<file path="config.mk">
export PLATFORM = sky130hd
export DESIGN_NAME = tm1638_frame_ctrl_flat
export DESIGN_NICKNAME = d
export VERILOG_FILES = /design/src/rtl/tm1638_frame_ctrl_if.sv /design/src/rtl/tm1638_frame_ctrl.sv /design/src/flat_wrapper.sv
export SDC_FILE = /design/constraint.sdc
export NUM_CORES = 1
export LEC_CHECK = 0
export BUFFER_PORTS_ARGS = -buffer_cell sky130_fd_sc_hd__buf_2
export CAP_MARGIN = 20
export CORE_ASPECT_RATIO = 0.9
export CORE_MARGIN = 5
export CORE_UTILIZATION = 51
export DETAILED_ROUTE_END_ITERATION = 10
export PLACE_DENSITY = 0.82
export SLEW_MARGIN = 20
export SYNTH_ARGS = -nofsm -noshare
export SYNTH_HDL_FRONTEND = slang
export SYNTH_SLANG_ARGS = --single-unit
</file>
<file path="constraint.sdc">
create_clock -name clk -period 5.8 [get_ports clk]
set_input_delay 0.29 -clock clk [delete_from_list [all_inputs] [get_ports clk]]
set_output_delay 0.29 -clock clk [all_outputs]
set_load 0.01 [all_outputs]
</file>
<file path="src/rtl/tm1638_frame_ctrl_if.sv">
// Byte-engine handshake bundle between the TM1638 frame sequencer and the serial engine.
// Latency: none, wires only.
// Backpressure: the engine holds off new bytes by keeping eng_busy high.
interface tm1638_frame_ctrl_if;
    logic       eng_step;
    logic [7:0] eng_data;
    logic       eng_rw;
    logic       eng_busy;
    logic [7:0] eng_rdata;

    modport master (
        output eng_step, eng_data, eng_rw,
        input  eng_busy, eng_rdata
    );

    modport slave (
        input  eng_step, eng_data, eng_rw,
        output eng_busy, eng_rdata
    );
endinterface

</file>
<file path="src/rtl/tm1638_frame_ctrl.sv">
// TM1638 frame sequencer: snapshots display inputs and runs four STB-framed transactions.
// Latency: one full frame (24 engine bytes plus STB gaps) from start to keys_valid.
// Backpressure: each byte waits for eng_busy low; start is dropped while a frame is running.
module tm1638_frame_ctrl #(
    parameter int STB_GAP   = 4,
    parameter int READ_WAIT = 12
) (
    input  logic                       clk,
    input  logic                       rst,
    input  logic                       start,
    input  logic [63:0]                digits,
    input  logic [7:0]                 leds,
    input  logic [2:0]                 brightness,
    input  logic                       display_on,
    output logic                       busy,
    output logic [31:0]                keys,
    output logic                       keys_valid,
    output logic                       stb,
    output logic                       dio_oe,
    tm1638_frame_ctrl_if.master        eng
);

    localparam int GAP_MAX = (STB_GAP > READ_WAIT) ? STB_GAP : READ_WAIT;
    localparam int GW      = $clog2(GAP_MAX + 1);
    localparam logic [GW-1:0] GAP_LAST = GW'(STB_GAP - 1);
    localparam logic [GW-1:0] RD_LAST  = GW'(READ_WAIT - 1);

    typedef enum logic [3:0] {
        S_IDLE, S_GAP_PRE, S_STB_LO, S_ISSUE, S_WAIT_HI,
        S_WAIT_LO, S_RD_WAIT, S_STB_END, S_DONE
    } state_t;

    state_t              state, state_nxt;
    logic [GW-1:0]       gap_cnt;
    logic [4:0]          byte_cnt;
    logic [1:0]          txn;
    logic [4:0]          last_idx;
    logic [7:0][7:0]     snap_digits;
    logic [7:0]          snap_leds;
    logic [2:0]          snap_bright;
    logic                snap_on;
    logic [3:0][7:0]     key_buf;
    logic [3:0]          burst_idx;
    logic [1:0]          key_idx;
    logic [7:0]          cur_byte;
    logic                rd_phase;

    // T3 bytes after the 0x42 command are key-scan reads
    assign rd_phase = (txn == 2'd3) && (byte_cnt != 5'd0);
    assign last_idx = (txn == 2'd1) ? 5'd16 : (txn == 2'd3) ? 5'd4 : 5'd0;
    assign key_idx  = byte_cnt[1:0] - 2'd1;

    // State register; reset drops straight to IDLE so stb rises on the same edge
    always_ff @(posedge clk) begin
        if (rst) state <= S_IDLE;
        else     state <= state_nxt;
    end

    // Next-state: STB framing, per-byte engine handshake and read turnaround
    always_comb begin
        state_nxt = state;
        case (state)
            S_IDLE:    if (start) state_nxt = S_GAP_PRE;
            S_GAP_PRE: if (gap_cnt == GAP_LAST) state_nxt = S_STB_LO;
            S_STB_LO:  if (gap_cnt == GAP_LAST) state_nxt = S_ISSUE;
            S_ISSUE:   if (!eng.eng_busy) state_nxt = S_WAIT_HI;
            S_WAIT_HI: if (eng.eng_busy) state_nxt = S_WAIT_LO;
            S_WAIT_LO: begin
                if (!eng.eng_busy) begin
                    if (txn == 2'd3 && byte_cnt == 5'd0) state_nxt = S_RD_WAIT;
                    else if (byte_cnt != last_idx)       state_nxt = S_ISSUE;
                    else                                 state_nxt = S_STB_END;
                end
            end
            S_RD_WAIT: if (gap_cnt == RD_LAST) state_nxt = S_ISSUE;
            S_STB_END: if (gap_cnt == GAP_LAST) state_nxt = (txn == 2'd3) ? S_DONE : S_GAP_PRE;
            S_DONE:    state_nxt = S_IDLE;
            default:   state_nxt = S_IDLE;
        endcase
    end

    // Outputs decoded from state; step is gated by engine idle so it lasts one cycle
    always_comb begin
        busy         = (state != S_IDLE);
        stb          = !(state inside {S_STB_LO, S_ISSUE, S_WAIT_HI, S_WAIT_LO, S_RD_WAIT, S_STB_END});
        dio_oe       = !(rd_phase && (state inside {S_RD_WAIT, S_ISSUE, S_WAIT_HI, S_WAIT_LO, S_STB_END}));
        eng.eng_step = (state == S_ISSUE) && !eng.eng_busy;
        eng.eng_data = (state == S_ISSUE) ? cur_byte : 8'h00;
        eng.eng_rw   = (state == S_ISSUE) ? !rd_phase : 1'b1;
    end

    // Byte to send for the current transaction/byte position
    always_comb begin
        burst_idx = byte_cnt[3:0] - 4'd1;
        cur_byte  = 8'h00;
        case (txn)
            2'd0: cur_byte = 8'h40;
            2'd1: begin
                if (byte_cnt == 5'd0)  cur_byte = 8'hC0;
                else if (burst_idx[0]) cur_byte = {7'b0, snap_leds[burst_idx[3:1]]};
                else                   cur_byte = snap_digits[burst_idx[3:1]];
            end
            2'd2: cur_byte = snap_on ? {5'b10001, snap_bright} : 8'h80;
            default: cur_byte = (byte_cnt == 5'd0) ? 8'h42 : 8'h00;
        endcase
    end

    // Counters, input snapshot, key capture and the keys_valid pulse
    always_ff @(posedge clk) begin
        if (rst) begin
            gap_cnt     <= '0;
            byte_cnt    <= '0;
            txn         <= '0;
            snap_digits <= '0;
            snap_leds   <= '0;
            snap_bright <= '0;
            snap_on     <= 1'b0;
            key_buf     <= '0;
            keys        <= '0;
            keys_valid  <= 1'b0;
        end else begin
            keys_valid <= 1'b0;
            gap_cnt    <= (state_nxt != state) ? '0 : gap_cnt + 1'b1;
            if (state == S_IDLE && start) begin
                snap_digits <= digits;
                snap_leds   <= leds;
                snap_bright <= brightness;
                snap_on     <= display_on;
                txn         <= '0;
                byte_cnt    <= '0;
            end
            if (state == S_WAIT_LO && !eng.eng_busy) begin
                if (rd_phase) key_buf[key_idx] <= eng.eng_rdata;
                byte_cnt <= byte_cnt + 5'd1;
            end
            if (state == S_STB_END && state_nxt != S_STB_END) begin
                byte_cnt <= '0;
                txn      <= txn + 2'd1;
                if (txn == 2'd3) begin
                    keys       <= key_buf;
                    keys_valid <= 1'b1;
                end
            end
        end
    end

endmodule

</file>
<file path="src/flat_wrapper.sv">
// flat-port wrapper written by rule: the top's interface ports become plain ports
module tm1638_frame_ctrl_flat 
#(
    parameter int STB_GAP   = 4,
    parameter int READ_WAIT = 12
)
  (clk, rst, start, digits, leds, brightness, display_on, busy, keys, keys_valid, stb, dio_oe, eng_eng_step, eng_eng_data, eng_eng_rw, eng_eng_busy, eng_eng_rdata);
  tm1638_frame_ctrl_if eng_i ();
  input  logic clk;
  input  logic rst;
  input  logic start;
  input  logic [63:0] digits;
  input  logic [7:0] leds;
  input  logic [2:0] brightness;
  input  logic display_on;
  output logic busy;
  output logic [31:0] keys;
  output logic keys_valid;
  output logic stb;
  output logic dio_oe;
  output wire logic [$bits(eng_i.eng_step)-1:0] eng_eng_step;
  output wire logic [$bits(eng_i.eng_data)-1:0] eng_eng_data;
  output wire logic [$bits(eng_i.eng_rw)-1:0] eng_eng_rw;
  input wire logic [$bits(eng_i.eng_busy)-1:0] eng_eng_busy;
  input wire logic [$bits(eng_i.eng_rdata)-1:0] eng_eng_rdata;
  assign eng_eng_step = eng_i.eng_step;
  assign eng_eng_data = eng_i.eng_data;
  assign eng_eng_rw = eng_i.eng_rw;
  assign eng_i.eng_busy = eng_eng_busy;
  assign eng_i.eng_rdata = eng_eng_rdata;
  tm1638_frame_ctrl #(.STB_GAP(STB_GAP), .READ_WAIT(READ_WAIT)) u_core (.clk(clk), .rst(rst), .start(start), .digits(digits), .leds(leds), .brightness(brightness), .display_on(display_on), .busy(busy), .keys(keys), .keys_valid(keys_valid), .stb(stb), .dio_oe(dio_oe), .eng(eng_i));
endmodule
</file>
; Yosys cells after proc, flatten, opt, wreduce, memory -nomap -nowiden
; Index checks and enable logic that the tools add are counted.
[word_totals]
regBits = 156
input_bits = 88
out_inout_bits = 46
word_cells = 104
[op_classes]
n_addsub = 5
magnitude_cmp = 3
eq_ne = 15
muxes = 33
bitwise_logic = 1
reduce_logical = 26
[op_table]
columns = cell, count
row1 = $mux W4, 11
row2 = $mux W8, 5
row3 = $bwmux W32, 1
row4 = $pmux W4 S8, 1
row5 = $bmux W8 S3, 1
row6 = $pmux W8 S3, 1
row7 = $demux W8 S2, 1
row8 = $eq A4 B3 Y1 const B, 4
row9 = $mux W5, 3
row10 = $eq A4 B2 Y1 const B, 3
row11 = $reduce_bool A5 Y1, 2
row12 = $logic_and A1 B1 Y1, 8
row13 = $mux W7, 1
row14 = $mux W3, 2
row15 = $reduce_bool A6 Y1, 1
row16 = $reduce_or A2 Y1, 3
row17 = $add A5 B1 Y5 const B, 1
row18 = $logic_not A5 Y1, 1
row19 = $ne A5 B5 Y1, 1
row20 = $add A4 B1 Y4 const B, 1
row21 = $eq A2 B2 Y1 const B, 2
row22 = $eq A4 B1 Y1 const B, 1
row23 = $eq A4 B4 Y1 const B, 1
row24 = $logic_not A1 Y1, 4
row25 = 18 further kinds, 23

; Depth between registers and ports, before layout
; Gate-level depths: netlist of the first run.
[logic_depth]
ltp_word = 12
ltp_mapped = 8
ltp_nobuf = 7

; Worst setup path before layout of the first run
; OpenSTA, ideal clock, no wires.
[synth_path]
kind = reg-to-output
start = register u_core.byte_cnt[0]
end = output port eng_eng_data[6]
arrival_ns = 2.340
required_ns = 5.510
setup_slack_ns = 3.170
stages_incl_launch_ff = 9
cell_sequence = dfxtp_1 -> clkbuf_8 -> inv_1 -> ha_1 -> xor2_1 -> mux4_2 -> mux2_2 -> a211oi_1 -> nor3_1
[synth_between]
elab_chain_len = 7
[synth_lines]
columns = item, line_no
row1 = start: declaration, tm1638_frame_ctrl.sv:35  ; logic [4:0] byte_cnt;
row2 = start signal: assignment, tm1638_frame_ctrl.sv:134  ; byte_cnt <= byte_cnt + 5'd1;
row3 = $sub A4 B1 Y4, tm1638_frame_ctrl.sv:94  ; burst_idx = byte_cnt[3:0] - 4'd1;
row4 = $bmux W8 S3, tm1638_frame_ctrl.sv:101  ; else cur_byte = snap_digits[burst_idx[3:1]];
row5 = $mux W8 (not written as such), tm1638_frame_ctrl.sv:101
row6 = $mux W8, tm1638_frame_ctrl.sv:100  ; else if (burst_idx[0]) cur_byte = {7'b0, snap_leds[burst_idx[3:1]]};
row7 = $mux W8, tm1638_frame_ctrl.sv:99  ; if (byte_cnt == 5'd0) cur_byte = 8'hC0;
row8 = $pmux W8 S3 *, tm1638_frame_ctrl.sv:96  ; case (txn)
row9 = $mux W8 *, tm1638_frame_ctrl.sv:88  ; eng.eng_data = (state == S_ISSUE) ? cur_byte : 8'h00;
row10 = end: declaration, flat_wrapper.sv:22  ; output wire logic [$bits(eng_i.eng_data)-1:0] eng_eng_data;
; Every way passes the cells marked *; elsewhere a longest branch is shown, timed or not. The select of a mux whose other input is x is not followed.

; Worst setup path in the final report of the first run
; Same ends and word-level chain as after synthesis.

==> results.toml, run 1 <==
[drt]
num_vias = 6120
m1WireLength_mm = 7.58
met3WireLength_mm = 1.01
drtAntennaViolNets = 0
remaining_drc_errors = 0
route.detailed.vias_per_inst = 5.52
wire_per_inst_um = 15.3
drt_iter0_markers = 644
met2RoutedLength_mm = 7.96
drt_pass_1_iters = 5
postRouteWirelength_mm = 16.9
top_layer_used = "met4"

[synthesis]
synth-compound-area-share_pct = 14.8
synth.mux.area_fraction_pct = 7.24
yosys.area_share.xor_xnor_pct = 0.776
synth_nets = 931
synth_cell_type_count = 60
ys.warnings.count = 0
fraction_of_the_mapped_netlist_area_in_adder_cells_pct = 2.03
synth_cells = 832
synthesis.area_per_instance_um2 = 8.14
ys_async_sr_fraction_pct = 0
synth.ff_latch_count = 156
synth_seq_area_share_pct = 46.1
synth_edf_count = 0
syn_area_mm2 = 0.00678
synth_ff_type = "sky130_fd_sc_hd__dfxtp_1"
synth-simple-area-share_pct = 24.4
synth_top_family_by_area = "simple AND/OR/NAND/NOR gates"

[sta]
worst_pin_slew_ns = 0.990
finalSetupViolations = 0
fin_crit_sh_pct = 66.4
final.setup_skew_ns = 0.0104
totalNegativeSetupSlack_ns = 0
post-route-min-period_ns = 3.85
finalMaxSlewViolations = 0
achievable-frequency_ghz = 0.260
hold_violations_final = 0
rsz_0062_raised_after_global_routing = "false"
timing.slew.headroom_pct = 33.9

[final_layout]
fillers = 1120
area_growth_pct = 18.8
proportion_of_layout_cells_with_a_drive_suffix_above_1_pct = 20.9
layout.cells.most_common = "sky130_fd_sc_hd__nand2_1"
insertedDiodeCount = 0
final_core_util_pct = 61.2
top_library_cells_by_usage_in_the_layout_fill_and_taps_aside = "264 x sky130_fd_sc_hd__nand2_1, 156 x sky130_fd_sc_hd__dfxtp_1, 152 x sky130_fd_sc_hd__a21oi_1"
final_net_count = 1027

[placed_design]
place.detailed.hpwl_mm = 11.2
portBuffers = 133
place.gp.congestion = 0.869

[power_and_ir_drop]
power.switching_fraction_pct = 23.2
leakage_nw = 3.18
switching_power_mw = 0.565
power_density_normalized_to_cell_area_mw_per_mm2 = 303
p_clk_share_pct = 47.3
p_int_mw = 1.87
worst_ir_drop_vdd_mv = 0.224
share_comb_of_total_power_pct = 6.4
seq_power_share_pct = 46.3

[setup_path]
cp-end-kind = "output port"
cp.arrival_ns = 3.56
startpoint_types = "flip-flop"
critPathRequiredTime_ns = 5.51
critical_path.slowest_cell = "sky130_fd_sc_hd__xor2_2"
r2r_start = "u_core.byte_cnt[0]$_SDFFE_PP0P_"
cell_breakdown_of_the_critical_path = "inv_1 -> ha_1 -> xor2_2 -> mux4_2 -> mux2_2 -> a211oi_1 -> nor3_1 -> buf_2"
critical_path_peak_fanout = 18
reg2regPathDepth = 8
r2r_slack_ns = 3.19
timing.critical_path.slowest_cell_delay_ns = 0.78
setup.worst_path.class = "flip-flop to output port"
crit-reg2reg-capture = "u_core.key_buf[2]$_SDFFE_PP0P_"
cp.buffers_inverters = 2
timing.critical_path.max_delay_family = "XOR/XNOR gates"

[global_routing]
grtUsageTotal_pct = 21.4
grt_max_degree = 86
grt_pass1_vias = 5692
grt_first_pass_wirelength_mm = 27.8
grt_antenna_before_repair = 0
grt_remaining_overflow = 0

[clocking]
ctsResizeCount = 0
hold_buffers = 0
cts_sinks = 156
clk_pin_slew_worst_paths_ns = 0.07
cts-buffers-inserted = 17
cts_tree = "yes"
cts-htree-levels = 4
cts.root.buffer_cell = "sky130_fd_sc_hd__clkbuf_16"
clock_path_buffers = 2
cts_post_setup_buffers_inserted = 0
clock_latency_ns = 0.42

[flow_run]
cap_violations = 0

[hold_path]
timing.hold.worst.class = "input pin to flip-flop"
hold_path.startpoint = "digits[37]"
timing.hold.worst_path_depth = 3
whs_endpoint = "u_core.snap_digits[37]$_SDFFE_PP0P_"

[outcome]
status = "finished, final reports clean"

[die]
effective_utilization_at_floorplan_pct = 51.5
die_extent_in_x_um = 131
core_mm2 = 0.0132
die_y_um = 119
placement_rows = 40
boundaryPins = 134
fp.dieArea_mm2 = 0.0157
-- Yosys cell counts (2+ instances only) --
| library cell | count | area (µm²) |
|---|---|---|
| sky130_fd_sc_hd__nand4_1 | 2 | 12.5 |
| sky130_fd_sc_hd__nor3b_1 | 4 | 30.0 |
| sky130_fd_sc_hd__nand3_1 | 37 | 185 |
| sky130_fd_sc_hd__a22oi_1 | 3 | 22.5 |
| sky130_fd_sc_hd__inv_1 | 6 | 22.5 |
| sky130_fd_sc_hd__buf_2 | 11 | 55.1 |
| sky130_fd_sc_hd__nand2b_1 | 5 | 31.3 |
| sky130_fd_sc_hd__nand4b_1 | 2 | 17.5 |
| sky130_fd_sc_hd__nor2_1 | 24 | 90.1 |
| sky130_fd_sc_hd__xnor2_1 | 4 | 35.0 |
| sky130_fd_sc_hd__o21bai_1 | 2 | 15.0 |
| sky130_fd_sc_hd__and3_2 | 3 | 22.5 |
| sky130_fd_sc_hd__mux4_2 | 12 | 270 |
| sky130_fd_sc_hd__dfxtp_1 | 156 | 3120 |
| sky130_fd_sc_hd__ha_1 | 11 | 138 |
| sky130_fd_sc_hd__nor3_1 | 15 | 75.1 |
| sky130_fd_sc_hd__clkbuf_1 | 40 | 150 |
| sky130_fd_sc_hd__buf_6 | 3 | 33.8 |
| sky130_fd_sc_hd__buf_1 | 4 | 15.0 |
| sky130_fd_sc_hd__nor2b_1 | 5 | 31.3 |
| sky130_fd_sc_hd__nand2_1 | 265 | 995 |
| sky130_fd_sc_hd__xor2_1 | 2 | 17.5 |
| sky130_fd_sc_hd__a21oi_1 | 152 | 761 |
| sky130_fd_sc_hd__o221ai_1 | 2 | 17.5 |
| sky130_fd_sc_hd__mux2i_1 | 13 | 130 |
| sky130_fd_sc_hd__mux4_1 | 3 | 78.8 |
| sky130_fd_sc_hd__o21a_1 | 2 | 15.0 |
| sky130_fd_sc_hd__o21ai_0 | 5 | 25.0 |
| sky130_fd_sc_hd__a31oi_1 | 3 | 18.8 |
| sky130_fd_sc_hd__a21boi_0 | 2 | 15.0 |
| sky130_fd_sc_hd__clkbuf_8 | 2 | 27.5 |
| sky130_fd_sc_hd__nand4bb_1 | 2 | 22.5 |
| sky130_fd_sc_hd__a211oi_1 | 3 | 22.5 |
-- power by group through the flow --
stage	Clock [mW]	Sequential (mW)	Combinational [mW]
after floorplan	0	1.14	0.103
after global placement	0	1.15	0.152
after detailed placement	0	1.15	0.154
after CTS	1.16	1.13	0.156
after global routing	1.21	1.13	0.177
final	1.15	1.13	0.156
-- tightest hold or removal path, stage by stage --
cell and delay [ns]:
sky130_fd_sc_hd__buf_2 0.09, sky130_fd_sc_hd__nand2_1 0.04, sky130_fd_sc_hd__a21oi_1 0.05
-- kinds of logic after synthesis --
| family | count (synthesis) |
|---|---|
| mux | 29 |
| xor+xnor | 6 |
| fa+ha+maj | 11 |
| flops | 156 |
| compound gates | 185 |
| buf+inv | 68 |
| simple gates | 377 |
-- stage by stage --
step                hold slack, ns  power (mW)  instance area [µm²]  std cells  setup WS [ns]
finish                      0.0920        2.44                 8050       1109           1.95
detailed placement           0.443        1.31                 7430       1077           2.46
global route                0.0919        2.52                 8050       1109           1.75
CTS                         0.0879        2.45                 8050       1109           1.95
global placement             0.439        1.30                 7430       1077           2.54
floorplan                    0.426        1.24                 6780        832           3.17
-- cell type report --
cell class / instances / area [µm²] / area share (%)
Clock inverter: 12 / 159 / 1.97
Timing Repair Buffer: 138 / 706 / 8.77
Tap cell: 168 / 210 / 2.61
Clock buffer: 20 / 457 / 5.67
Multi-Input combinational cell: 608 / 3370 / 41.8
Inverter: 7 / 26.3 / 0.326
Sequential cell: 156 / 3120 / 38.8
-- worst max path at each step --
stage	from	endpoint	slack (ns)	cells after the start
floorplan	u_core.byte_cnt[0]$_SDFFE_PP0P_	eng_eng_data[6]	3.17	8
global placement	u_core.byte_cnt[0]$_SDFFE_PP0P_	eng_eng_data[6]	2.54	8
detailed placement	u_core.byte_cnt[0]$_SDFFE_PP0P_	eng_eng_data[6]	2.46	8
CTS	u_core.byte_cnt[0]$_SDFFE_PP0P_	eng_eng_data[6]	1.95	8
global route	u_core.byte_cnt[0]$_SDFFE_PP0P_	eng_eng_data[6]	1.75	8
finish	u_core.byte_cnt[0]$_SDFFE_PP0P_	eng_eng_data[6]	1.95	8
-- flip-flops by register name, summed over array words and instances (netlist names) --
signal / count
u_core.key_buf: 32
u_core.state: 4
u_core.keys: 32
u_core.txn: 2
u_core.snap_leds: 8
u_core.keys_valid: 1
u_core.gap_cnt: 4
u_core.byte_cnt: 5
u_core.snap_digits: 64
u_core.snap_on: 1
u_core.snap_bright: 3
-- routing by layer --
| layer | vias to the layer above | global-route usage (%) |
|---|---|---|
| met1 | 2862 | 29.3 |
| met2 | 208 | 32.9 |
| met5 | - | 0 |
| li1 | 3022 | - |
| met4 | 0 | 8.16 |
| met3 | 28 | 5.07 |
Power figures use the tool's default switching activity.
==> run 2, diff against run 1 <==
==> constraint.sdc (replaced) <==
create_clock -name clk -period 3.9 [get_ports clk]
set_input_delay 0.195 -clock clk [delete_from_list [all_inputs] [get_ports clk]]
set_output_delay 0.195 -clock clk [all_outputs]
set_load 0.01 [all_outputs]
==> run 2 against run 1 <==
Net effect: register-to-register slack worse by 1.9 ns; first-iteration DRC count is 1.4% lower; cell count is 2.1% higher; global-route usage hardly changed; clock-buffer cell count is 1 higher; non-clock buffer count is 23 higher; die area stayed put; core utilization is 1.7 points higher; via count is 2.2% higher; clock power is 45% higher; sequential share of layout area is 1.0 points lower; hold slack worse by 0.078 ns; largest cell class unchanged; highest routed layer unchanged.
==> results.toml, run 2 (synthesized netlist as in run 1, its figures left out) <==
[outcome]
status = "finished, final reports clean"

[clocking]
cts_sinks = 156
cts-htree-levels = 4
clk_pin_slew_worst_paths_ns = 0.06
cts_tree = "yes"
cts-buffers-inserted = 17
clock_path_buffers = 2
cts.root.buffer_cell = "sky130_fd_sc_hd__clkbuf_16"
clock_latency_ns = 0.43

[die]
die_extent_in_x_um = 131
effective_utilization_at_floorplan_pct = 51.5
core_mm2 = 0.0132
die_y_um = 119
placement_rows = 40
boundaryPins = 134
fp.dieArea_mm2 = 0.0157

[global_routing]
grt_remaining_overflow = 0
grt_antenna_before_repair = 0
grt_pass1_vias = 5764
grt_max_degree = 90
grt_first_pass_wirelength_mm = 27.9
grtUsageTotal_pct = 21.4

[drt]
wire_per_inst_um = 15.0
drtAntennaViolNets = 0
drt_pass_1_iters = 7
postRouteWirelength_mm = 17.0
drt_iter0_markers = 635
num_vias = 6257
remaining_drc_errors = 0
route.detailed.vias_per_inst = 5.53

[setup_path]
reg2regPathDepth = 8
crit-reg2reg-capture = "u_core.key_buf[10]$_SDFFE_PP0P_"
critical_path_peak_fanout = 16
r2r_slack_ns = 1.29
cp.arrival_ns = 3.42
critPathRequiredTime_ns = 3.70
cp-end-kind = "output port"
r2r_start = "u_core.byte_cnt[0]$_SDFFE_PP0P_"
setup.worst_path.class = "flip-flop to output port"
endpoint = "eng_eng_data[6]"
cp-startpoint = "u_core.byte_cnt[0]$_SDFFE_PP0P_"
startpoint_types = "flip-flop"

[sta]
post-route-min-period_ns = 3.62
hold_violations_final = 0
finalSetupViolations = 0
finalMaxSlewViolations = 0
totalNegativeSetupSlack_ns = 0
final.setup_skew_ns = 0.00720
timing.slew.headroom_pct = 41.4
rsz_0062_raised_after_global_routing = "false"
fin_crit_sh_pct = 92.8
worst_pin_slew_ns = 0.879
achievable-frequency_ghz = 0.276

[power_and_ir_drop]
power.switching_fraction_pct = 23.4
seq_power_share_pct = 46.7
leakage_nw = 3.27
worst_ir_drop_vdd_mv = 0.320
power_density_normalized_to_cell_area_mw_per_mm2 = 435
switching_power_mw = 0.841
p_int_mw = 2.76
p_total_mw = 3.60
share_comb_of_total_power_pct = 7.0
p_clk_share_pct = 46.3

[final_layout]
top_library_cells_by_usage_in_the_layout_fill_and_taps_aside = "265 x sky130_fd_sc_hd__nand2_1, 156 x sky130_fd_sc_hd__dfxtp_1, 152 x sky130_fd_sc_hd__a21oi_1"
layout.cells.most_common = "sky130_fd_sc_hd__nand2_1"
multi_input_comb_area_mm2 = 0.00337
insertedDiodeCount = 0
largest_register_ff_count = 64
regMostFlops = "u_core.snap_digits"
proportion_of_layout_cells_with_a_drive_suffix_above_1_pct = 20.5
final_net_count = 1050
area_growth_pct = 22.0
area_occupied_by_registers_mm2 = 0.00312
final_core_util_pct = 62.8
layout_top_registers = "u_core.snap_digits: 64 flops, u_core.key_buf: 32 flops, u_core.keys: 32 flops"
fillers = 1082

[hold_path]
timing.hold.worst.class = "input pin to flip-flop"

[placed_design]
place.gp.congestion = 0.802
place.detailed.hpwl_mm = 11.4
portBuffers = 133

[flow_run]
cap_violations = 0
[run 2: cell count changes in the layout (fill, tap and decap cells not counted)]
cell	before	now
sky130_fd_sc_hd__dlygate4sd3_1	0	21
sky130_fd_sc_hd__buf_12	0	1
sky130_fd_sc_hd__buf_4	6	7
sky130_fd_sc_hd__bufinv_16	3	2
sky130_fd_sc_hd__clkbuf_8	2	3
sky130_fd_sc_hd__clkinvlp_4	2	1
sky130_fd_sc_hd__inv_6	3	4
sky130_fd_sc_hd__nand2_1	264	265
sky130_fd_sc_hd__nand2_2	1	0
[run 2: metrics by stage]
step / setup slack, ns / instance area (µm²) / hold WS, ns / std cells
final: 0.281 / 8270 / 0.0135 / 1132
after CTS: 0.259 / 8270 / 0.000543 / 1132
after global routing: 0.0420 / 8270 / 0.0137 / 1132
after floorplan: 1.37 / 6780 / 0.331 / 832
after global placement: 0.824 / 7460 / 0.439 / 1079
after detailed placement: 0.714 / 7460 / 0.442 / 1079
[run 2: cell type report]
class / instances / share of cell area, %
Multi-Input combinational cell: 608 / 40.7
Sequential cell: 156 / 37.8
Timing Repair Buffer: 161 / 11.4
Clock buffer: 21 / 5.69
Tap cell: 168 / 2.54
Clock inverter: 11 / 1.57
Inverter: 7 / 0.318
[run 2: critical path, cell delays in order, from the launching register on]
cell and delay [ns]:
sky130_fd_sc_hd__dfxtp_1 0.62, sky130_fd_sc_hd__inv_1 0.21, sky130_fd_sc_hd__ha_1 0.45, sky130_fd_sc_hd__inv_2 0.38
sky130_fd_sc_hd__mux4_2 0.55, sky130_fd_sc_hd__mux2_2 0.27, sky130_fd_sc_hd__a211oi_1 0.23, sky130_fd_sc_hd__nor3_1 0.11
sky130_fd_sc_hd__buf_2 0.16
[run 2: timing repair]
item                                   in CTS  in global routing
setup buffers                               0                  0
gates resized for setup                     0                  0
endpoints found under the hold margin      21                  0
setup endpoints to repair                   0                  0
hold buffers                               21                  0
[run 2: how the worst min path moves through the flow]
stage	from	to	cells after the start
floorplan	digits[0]	u_core.snap_digits[0]$_SDFFE_PP0P_	2
global placement	u_core.keys[18]$_SDFFE_PP0P_	u_core.keys[18]$_SDFFE_PP0P_	2
detailed placement	digits[28]	u_core.snap_digits[28]$_SDFFE_PP0P_	3
CTS	leds[5]	u_core.snap_leds[5]$_SDFFE_PP0P_	3
global route	digits[9]	u_core.snap_digits[9]$_SDFFE_PP0P_	3
finish	digits[61]	u_core.snap_digits[61]$_SDFFE_PP0P_	3
[run 2: power by group through the flow]
stage / combinational (mW) / sequential [mW] / clock [mW]
global route: 0.281 / 1.69 / 1.75
CTS: 0.250 / 1.68 / 1.69
detailed placement: 0.232 / 1.71 / 0
floorplan: 0.153 / 1.70 / 0
finish: 0.251 / 1.68 / 1.67
global placement: 0.228 / 1.71 / 0
[run 2: per-layer routing]
metal,share of wire (%),vias up,global-route usage (%),wire length (µm)
met5,0,-,0,0
met2,46,235,32.7,7760
met1,45,2892,29.0,7670
met4,3.1,0,9.77,522
li1,-,3083,-,-
met3,6.2,47,4.69,1050
==> run 3, diff against run 2 <==
--- a/config.mk
+++ b/config.mk
@@ -11,7 +11,7 @@
 export CORE_MARGIN = 5
 export CORE_UTILIZATION = 51
 export DETAILED_ROUTE_END_ITERATION = 10
-export PLACE_DENSITY = 0.82
+export PLACE_DENSITY = 0.75
 export SLEW_MARGIN = 20
 export SYNTH_ARGS = -nofsm -noshare
 export SYNTH_HDL_FRONTEND = slang
==> run 3 against run 2 <==
Net effect: core utilization shrank 0.92 points; clock power shrank 7%; hold slack lost 0.0027 ns; first-iteration DRC count shrank 26%; final area shrank 1.5%; maximum frequency shrank 1.0%; die area is the same; clock skew shrank 0.0025 ns; critical endpoint unchanged; largest power group unchanged.
==> results.toml, run 3 (synthesized netlist as in run 1, its figures left out) <==
[clocking]
clock_latency_ns = 0.42
cts.root.buffer_cell = "sky130_fd_sc_hd__clkbuf_16"
cts-htree-levels = 4
cts_sinks = 156
cts_tree = "yes"
clk_pin_slew_worst_paths_ns = 0.06
ctsResizeCount = 0
clock_path_buffers = 2
cts-buffers-inserted = 17

[power_and_ir_drop]
leakage_nw = 3.22
worst_ir_drop_vdd_mv = 0.303
p_int_mw = 2.66
seq_power_share_pct = 48.3
p_total_mw = 3.48
power_density_normalized_to_cell_area_mw_per_mm2 = 427
share_comb_of_total_power_pct = 7.0
power.switching_fraction_pct = 23.5
p_clk_share_pct = 44.7
switching_power_mw = 0.819

[sta]
post-route-min-period_ns = 3.66
worst_pin_slew_ns = 0.827
fin_hold_ws_ns = 0.0108
totalNegativeSetupSlack_ns = 0
rsz_0062_raised_after_global_routing = "false"
hold_violations_final = 0
achievable-frequency_ghz = 0.273
fin_crit_sh_pct = 93.8
final.setup_skew_ns = 0.00467
finalMaxSlewViolations = 0
finalSetupViolations = 0
timing.slew.headroom_pct = 44.9

[global_routing]
grt_antenna_before_repair = 0
grtUsageTotal_pct = 20.9
grt_remaining_overflow = 0
grt_pass1_vias = 5406
grt_max_degree = 82
grt_first_pass_wirelength_mm = 27.0

[setup_path]
crit-reg2reg-capture = "u_core.key_buf[28]$_SDFFE_PP0P_"
critPathRequiredTime_ns = 3.70
r2r_start = "u_core.byte_cnt[0]$_SDFFE_PP0P_"
cell_breakdown_of_the_critical_path = "inv_1 -> ha_1 -> inv_2 -> mux4_2 -> mux2_2 -> a211oi_1 -> nor3_1 -> buf_2"
r2r_slack_ns = 1.28
critical_path_peak_fanout = 16
cp.arrival_ns = 3.46
startpoint_types = "flip-flop"
critical_path.slowest_cell = "sky130_fd_sc_hd__dfxtp_1"
reg2regPathDepth = 8
cp-end-kind = "output port"
setup.worst_path.class = "flip-flop to output port"
timing.critical_path.slowest_cell_delay_ns = 0.63

[drt]
remaining_drc_errors = 0
wire_per_inst_um = 14.9
postRouteWirelength_mm = 16.7
route.detailed.vias_per_inst = 5.42
drt_iter0_markers = 467
num_vias = 6093
drtAntennaViolNets = 0
drt_pass_1_iters = 5

[hold_path]
whs_endpoint = "u_core.snap_digits[53]$_SDFFE_PP0P_"
timing.hold.worst_path_depth = 3
timing.hold.worst.class = "input pin to flip-flop"
hold_path.startpoint = "digits[53]"

[final_layout]
area_growth_pct = 20.3
top_library_cells_by_usage_in_the_layout_fill_and_taps_aside = "265 x sky130_fd_sc_hd__nand2_1, 156 x sky130_fd_sc_hd__dfxtp_1, 152 x sky130_fd_sc_hd__a21oi_1"
final_net_count = 1044
multi_input_comb_area_mm2 = 0.00337
layout.cells.most_common = "sky130_fd_sc_hd__nand2_1"
proportion_of_layout_cells_with_a_drive_suffix_above_1_pct = 20.5
layout_top_registers = "u_core.snap_digits: 64 flops, u_core.key_buf: 32 flops, u_core.keys: 32 flops"
area_occupied_by_registers_mm2 = 0.00312
fillers = 1142
insertedDiodeCount = 0
regMostFlops = "u_core.snap_digits"
largest_register_ff_count = 64

[flow_run]
cap_violations = 0

[die]
die_y_um = 119
die_extent_in_x_um = 131
effective_utilization_at_floorplan_pct = 51.5
placement_rows = 40
core_mm2 = 0.0132
fp.dieArea_mm2 = 0.0157
boundaryPins = 134

[placed_design]
place.gp.congestion = 0.808
portBuffers = 133
place.detailed.hpwl_mm = 11.3

[outcome]
status = "finished, final reports clean"
[run 3: cell count changes in the layout (fill, tap and decap cells not counted), sizes merged]
cell / before / now
clkbuf: 21 / 22
clkinv: 4 / 5
buf: 140 / 141
clkinvlp: 1 / 2
inv: 11 / 8
bufinv: 2 / 1
dlygate4sd3: 21 / 14
[run 3: worst max-delay path by stage]
| stage | endpoint | slack [ns] | from |
|---|---|---|---|
| 6_report | eng_eng_data[6] | 0.24 | u_core.byte_cnt[0]$_SDFFE_PP0P_ |
| 2_1_floorplan | eng_eng_data[6] | 1.37 | u_core.byte_cnt[0]$_SDFFE_PP0P_ |
| 4_1_cts | eng_eng_data[6] | 0.25 | u_core.byte_cnt[0]$_SDFFE_PP0P_ |
| 5_1_grt | eng_eng_data[6] | 0.006 | u_core.byte_cnt[0]$_SDFFE_PP0P_ |
| 3_3_place_gp | eng_eng_data[6] | 0.77 | u_core.byte_cnt[0]$_SDFFE_PP0P_ |
| 3_5_place_dp | eng_eng_data[6] | 0.71 | u_core.byte_cnt[0]$_SDFFE_PP0P_ |
[run 3: cell type report]
type / count / share of cell area (%)
Tap cell: 168 / 2.58
Multi-Input combinational cell: 608 / 41.3
Clock buffer: 22 / 5.70
Timing Repair Buffer: 155 / 10.7
Clock inverter: 9 / 1.11
Inverter: 7 / 0.322
Sequential cell: 156 / 38.3
[run 3: through the flow]
stage / instances / cell area, µm² / utilization (%) / worst slack, ns
after floorplan: 832 / 6780 / - / 1.37
after CTS: 1125 / 8150 / 61.9 / 0.252
after detailed placement: 1080 / 7450 / 56.6 / 0.711
after global placement: 1080 / 7450 / 56.6 / 0.772
after global routing: 1125 / 8150 / 61.9 / 0.00574
final: 1125 / 8150 / 61.9 / 0.243
[run 3: per-layer routing]
metal | GRT usage [%] | vias up | part of all wire, %
li1 | - | 3051 | -
met1 | 29.1 | 2808 | 48
met2 | 31.2 | 201 | 44
met3 | 6.00 | 33 | 6.7
met4 | 6.94 | 0 | 1.8
met5 | 0 | - | 0
[run 3: repair_timing]
action | CTS | global route
buffers inserted | 0 | 0
endpoints found under the hold margin | 14 | 0
hold buffers | 14 | 0
[run 3: power by group through the flow]
| stage | sequential [mW] | clock, mW | combinational, mW |
|---|---|---|---|
| final | 1.68 | 1.56 | 0.242 |
| after global routing | 1.69 | 1.63 | 0.270 |
| after CTS | 1.68 | 1.57 | 0.242 |
| after detailed placement | 1.71 | 0 | 0.229 |
| after global placement | 1.71 | 0 | 0.226 |
| after floorplan | 1.70 | 0 | 0.153 |
[run 3: worst max-delay path: cells and delay by family (launching register included)]
kind	cells	cell delay [ns]
buf+inv	3	0.78
mux	2	0.84
flops	1	0.63
compound gates	1	0.24
simple gates	1	0.13
fa+ha+maj	1	0.43
